[config.mk]
export PLATFORM = sky130hd
export DESIGN_NAME = pc_round_seq
export DESIGN_NICKNAME = d
export VERILOG_FILES = /design/src/rtl/pc_round_seq.sv
export SDC_FILE = /design/constraint.sdc
export NUM_CORES = 1
export LEC_CHECK = 0
export ABC_AREA = 1
export BUFFER_PORTS_ARGS = -buffer_cell sky130_fd_sc_hd__buf_2
export CORE_AREA = 2 2 373 375
export DETAILED_ROUTE_END_ITERATION = 7
export DIE_AREA = 0 0 375 377
export GPL_ROUTABILITY_DRIVEN = 1
export PLACE_DENSITY = 0.34
export SYNTH_ARGS = -nofsm -noshare
export SYNTH_HDL_FRONTEND = slang
export SYNTH_SLANG_ARGS = --single-unit
[constraint.sdc]
create_clock -name clock_i -period 1.64 [get_ports clock_i]
set_input_delay 0.328 -clock clock_i [delete_from_list [all_inputs] [get_ports clock_i]]
set_output_delay 0.328 -clock clock_i [all_outputs]
set_load 0.01 [all_outputs]
[src/rtl/pc_round_seq.sv]
// ASCON round sequencer: holds the 320-bit state, owns the round counter and adds the round
// constant before handing the state to an external substitution/diffusion path.
// Optional abort input is enabled by defining PC_ABORT_EN.
module pc_round_seq #(
    parameter int unsigned ROUNDS_A   = 12,
    parameter int unsigned ROUNDS_B   = 6,
    parameter int unsigned WORD_W     = 64,
    parameter int unsigned CONST_WORD = 2
) (
    input  logic                  clock_i,
    input  logic                  resetb_i,
    input  logic                  start_i,
    input  logic                  mode_i,
    input  logic [5*WORD_W-1:0]   state_i,
    input  logic [5*WORD_W-1:0]   fb_state_i,
    output logic [5*WORD_W-1:0]   state_o,
    output logic [3:0]            round_o,
    output logic                  valid_o,
    output logic                  busy_o,
    output logic                  done_o
`ifdef PC_ABORT_EN
    ,
    input  logic                  abort_i
`endif
);

    if (ROUNDS_A < 1 || ROUNDS_A > 12) begin : g_bad_rounds_a
        $error("ROUNDS_A must be in 1..12");
    end
    if (ROUNDS_B < 1 || ROUNDS_B > 12) begin : g_bad_rounds_b
        $error("ROUNDS_B must be in 1..12");
    end
    if (CONST_WORD > 4) begin : g_bad_const_word
        $error("CONST_WORD must be in 0..4");
    end
    if (WORD_W < 8) begin : g_bad_word_w
        $error("WORD_W must be at least 8");
    end

    typedef enum logic [1:0] {
        StIdle,
        StRun,
        StDone
    } fsm_e;

    // The last round is always 11, so shorter permutations simply start later.
    localparam logic [3:0] StartRoundA = 4'(12 - ROUNDS_A);
    localparam logic [3:0] StartRoundB = 4'(12 - ROUNDS_B);
    localparam int unsigned ConstLsb   = CONST_WORD * WORD_W;

    fsm_e                r_fsm_q;
    fsm_e                w_fsm_d;
    logic [5*WORD_W-1:0] r_state_q;
    logic [5*WORD_W-1:0] w_state_d;
    logic [3:0]          r_round_q;
    logic [3:0]          w_round_d;
    logic [7:0]          w_rc;
    logic [WORD_W-1:0]   w_const;

    assign w_rc    = {4'hF - r_round_q, r_round_q};
    assign w_const = WORD_W'(w_rc);

    always_ff @(posedge clock_i) begin
        if (!resetb_i) begin
            r_fsm_q   <= StIdle;
            r_state_q <= '0;
            r_round_q <= '0;
        end else begin
            r_fsm_q   <= w_fsm_d;
            r_state_q <= w_state_d;
            r_round_q <= w_round_d;
        end
    end

    always_comb begin
        w_fsm_d   = r_fsm_q;
        w_state_d = r_state_q;
        w_round_d = r_round_q;
        unique case (r_fsm_q)
            StIdle: begin
                if (start_i) begin
                    w_state_d = state_i;
                    w_round_d = mode_i ? StartRoundB : StartRoundA;
                    w_fsm_d   = StRun;
                end
            end
            StRun: begin
                w_state_d = fb_state_i;
                if (r_round_q == 4'd11) begin
                    w_fsm_d = StDone;
                end else begin
                    w_round_d = r_round_q + 4'd1;
                end
`ifdef PC_ABORT_EN
                // Abandon the job without loading the in-flight feedback.
                if (abort_i) begin
                    w_state_d = r_state_q;
                    w_round_d = r_round_q;
                    w_fsm_d   = StIdle;
                end
`endif
            end
            StDone: begin
                w_fsm_d = StIdle;
            end
            default: begin
                w_fsm_d = StIdle;
            end
        endcase
    end

    always_comb begin
        state_o = r_state_q;
        if (r_fsm_q == StRun) begin
            state_o[ConstLsb +: WORD_W] = r_state_q[ConstLsb +: WORD_W] ^ w_const;
        end
    end

    assign round_o = r_round_q;
    assign valid_o = (r_fsm_q == StRun);
    assign busy_o  = (r_fsm_q == StRun) || (r_fsm_q == StDone);
    assign done_o  = (r_fsm_q == StDone);

endmodule

==> flow_summary.yaml <==
pwr:
  p_leak_nw: 15.2
  power_density_nw_per_um2: 2330
  ir_worst_vdd_v: 0.000758
worst_setup_path:
  crit_end: "r_state_q[32]"
  reg2reg_depth: 14
  timing.reg2reg.setup_slack_ns: -0.53
  cp-start-kind: "register"
  path_max_fanout: 7
  cp_slowest_cell: "dfxtp_2"
  timing.rr.end: "r_state_q[32]"
  path_common_cell: "buf_12"
  endpoint_kind: "register"
  crit_path_start: "r_fsm_q[1]"
  slowest_delay_ns: 0.33
  reg2reg_from: "r_fsm_q[1]"
  cp_data_required_time_ns: 2.13
  cp.arrival_ns: 2.66
  path_class: "register to register"
  crit_chain: "inv_2, buf_4, ha_4, buf_12, o21ai_4, buf_12, buf_12, buf_12, clkinv_16, buf_16, buf_12, buf_16, nor2_2, nor2_1"
layout:
  drive_gt1_share_pct: 46.7
  multi_input_area_um2: 9810
  fill_cells: 15700
  finalInstanceArea_um2: 30300
  layout_common_cells: "buf_2 (961), nand2_1 (948), nor2_1 (390)"
  nNetsFinal: 4329
  syn2layout_area_growth_pct: 68.0
  final_util_pct: 22.1
  final_common_cell: "buf_2"
  regArea_um2: 6540
global_routing:
  grt_pass1_wl_um: 141000
  antenna_found_initial: 10
  grt_overflow: 0
  grt_pass1_vias: 20000
  grt_use_total_pct: 13.8
  grt_max_degree: 55
yosys:
  ys_ff_latch: 326
  synth_area_um2: 18000
  yosysSeqAreaShare_pct: 36.2
  yosysWarnings: 0
  synth.area.top_cells: "dfxtp_1 (36%), nand2_1 (21%), nor2_1 (14%)"
  postSynthCellCount: 2829
  syn_area_per_cell_um2: 6.37
  synth_cell_type_count: 19
  synthesis.nets: 3479
  synth_top_area_cell: "dfxtp_1"
  synth_top_area_share_pct: 36.2
die:
  dieHeight_um: 377
  num_io_pins: 971
  core.rowCount: 136
  die_area_um2: 141000
  coreArea_um2: 137000
  start_util_pct: 13.2
  dieWidth_um: 375
clocking:
  clock-root-buffer: "clkbuf_16"
  clockBufferDepth: 3
  htree_levels: 2
  cts_buffers: 45
  tritoncts: "built"
  path_clk_slew_ns: 0.06
  clk_latency_ns: 0.60
  clock-sinks: 326
worst_hold_path:
  min_path_type: "input pin to register"
routing:
  vias: 20000
  antenna_left: 0
  detail_route.vias_per_cell: 3.63
  routedWlPerCell_um: 18.5
  wirelength_um: 102000
  drt_pass1_iterations: 5
  first_iter_violations: 754
  drc: 0
place:
  gp_congestion: 0.835
  dpl_cell_area_um2: 23600
  dp_hpwl_um: 73600
  port_buffers: 970
run_status:
  status: "finished with violations"
  violations: "setup timing"
sta:
  grt_setup_unrepaired: "yes"
  min_period_ns: 2.17
  finalSetupViolCount: 334
  min_period_over_period_pct: 133
  tightest_slew_ns: 0.406
  skew_ns: 0.0179
  finalWorstSetupSlack_ns: -0.534
  drv_slew: 0
  max_freq_mhz: 460
  max_slew_margin_pct: 72.9
  hold_viol: 0
job:
  max_cap_violations: 0
-- worst max-delay path, delay by kind of cell (launching register included) --
family	cells	cell delay [ns]
AND/OR/NAND/NOR	2	0.11
adder cells (fa/ha/maj)	1	0.18
buffers and inverters	10	1.22
AO/OA/AOI/OAI	1	0.17
flip-flops	1	0.33
-- worst min-delay path by stage --
stage,from,to,depth (start not counted)
global route,fb_state_i[266],r_state_q[266],5
floorplan,r_state_q[28],r_state_q[28],2
CTS,fb_state_i[251],r_state_q[251],5
global placement,r_state_q[24],r_state_q[24],2
detailed placement,r_state_q[158],r_state_q[158],2
finish,state_i[43],r_state_q[43],5
-- logic make-up after synthesis --
logic type | synth area share [%]
AND/OR/NAND/NOR | 34.5
XOR/XNOR | 0.389
buffers and inverters | 19.4
flip-flops | 36.2
AO/OA/AOI/OAI | 9.02
adder cells (fa/ha/maj) | 0.417
-- per-stage QoR --
stage | power (mW) | setup WS, ns | TNS (ns) | cells | hold slack (ns)
after global routing | 75.6 | -0.632 | -154.08 | 5510 | 0.0358
final | 70.5 | -0.534 | -127.21 | 5511 | 0.0667
after detailed placement | 43.0 | -0.188 | -32.92 | 5301 | 0.465
after global placement | 43.1 | -0.215 | -22.97 | 5301 | 0.459
after CTS | 70.6 | -0.599 | -156.59 | 5510 | 0.00334
after floorplan | 33.0 | 0.0566 | 0 | 2829 | 0.455
-- flip-flops by register name, summed over array words and instances, names as in the netlist --
register and flops:
r_state_q 320, r_fsm_q 2, round_o 4
-- timing repair --
action | CTS | global route
gates resized for setup | 663 | 201
setup buffers | 62 | 9
pin swaps | 141 | 32
hold buffers | 1 | 0
cloned | 62 | 0
endpoints found under the setup margin | 336 | 344
hold endpoints to repair | 1 | 0
-- cell type report --
cell class / count / area share, %
multi-input combinational: 1991 / 32.4
clock inverter: 13 / 0.496
antenna: 1 / 0.00827
tap: 1794 / 7.42
timing repair buffer: 1288 / 32.5
timing repair inverter: 5 / 0.397
sequential: 326 / 21.6
clock buffer: 71 / 4.68
inverter: 22 / 0.422
-- synthesized netlist by cell type --
| cell type | instances |
|---|---|
| dfxtp_1 | 326 |
| nor2_1 | 654 |
| buf_4 | 318 |
| clkbuf_1 | 45 |
| o21ai_0 | 144 |
| nand2_1 | 991 |
| buf_2 | 91 |
| inv_2 | 2 |
| nand2_2 | 1 |
| inv_1 | 20 |
| ha_1 | 6 |
| o21ai_2 | 1 |
| nand3_1 | 6 |
| nand4_1 | 1 |
| xnor2_1 | 1 |
| xor2_1 | 7 |
| buf_6 | 36 |
| o21ai_1 | 177 |
| a21oi_1 | 2 |
-- report_power, final --
group	internal (mW)	switching, mW	leakage [nW]
combinational	21.2	24.1	11.7
clock	6.38	4.06	0.776
sequential	11.7	3.09	2.71
-- metal layers --
| layer | routed length, um | global-route usage (%) | up-vias |
|---|---|---|---|
| li1 | - | - | 10200 |
| met1 | 43100 | 16.7 | 9138 |
| met2 | 51400 | 25.0 | 645 |
| met3 | 6080 | 3.24 | 74 |
| met4 | 1530 | 2.34 | 4 |
| met5 | 27 | 0 | - |
Note: power is estimated with default switching activity, not from simulation.
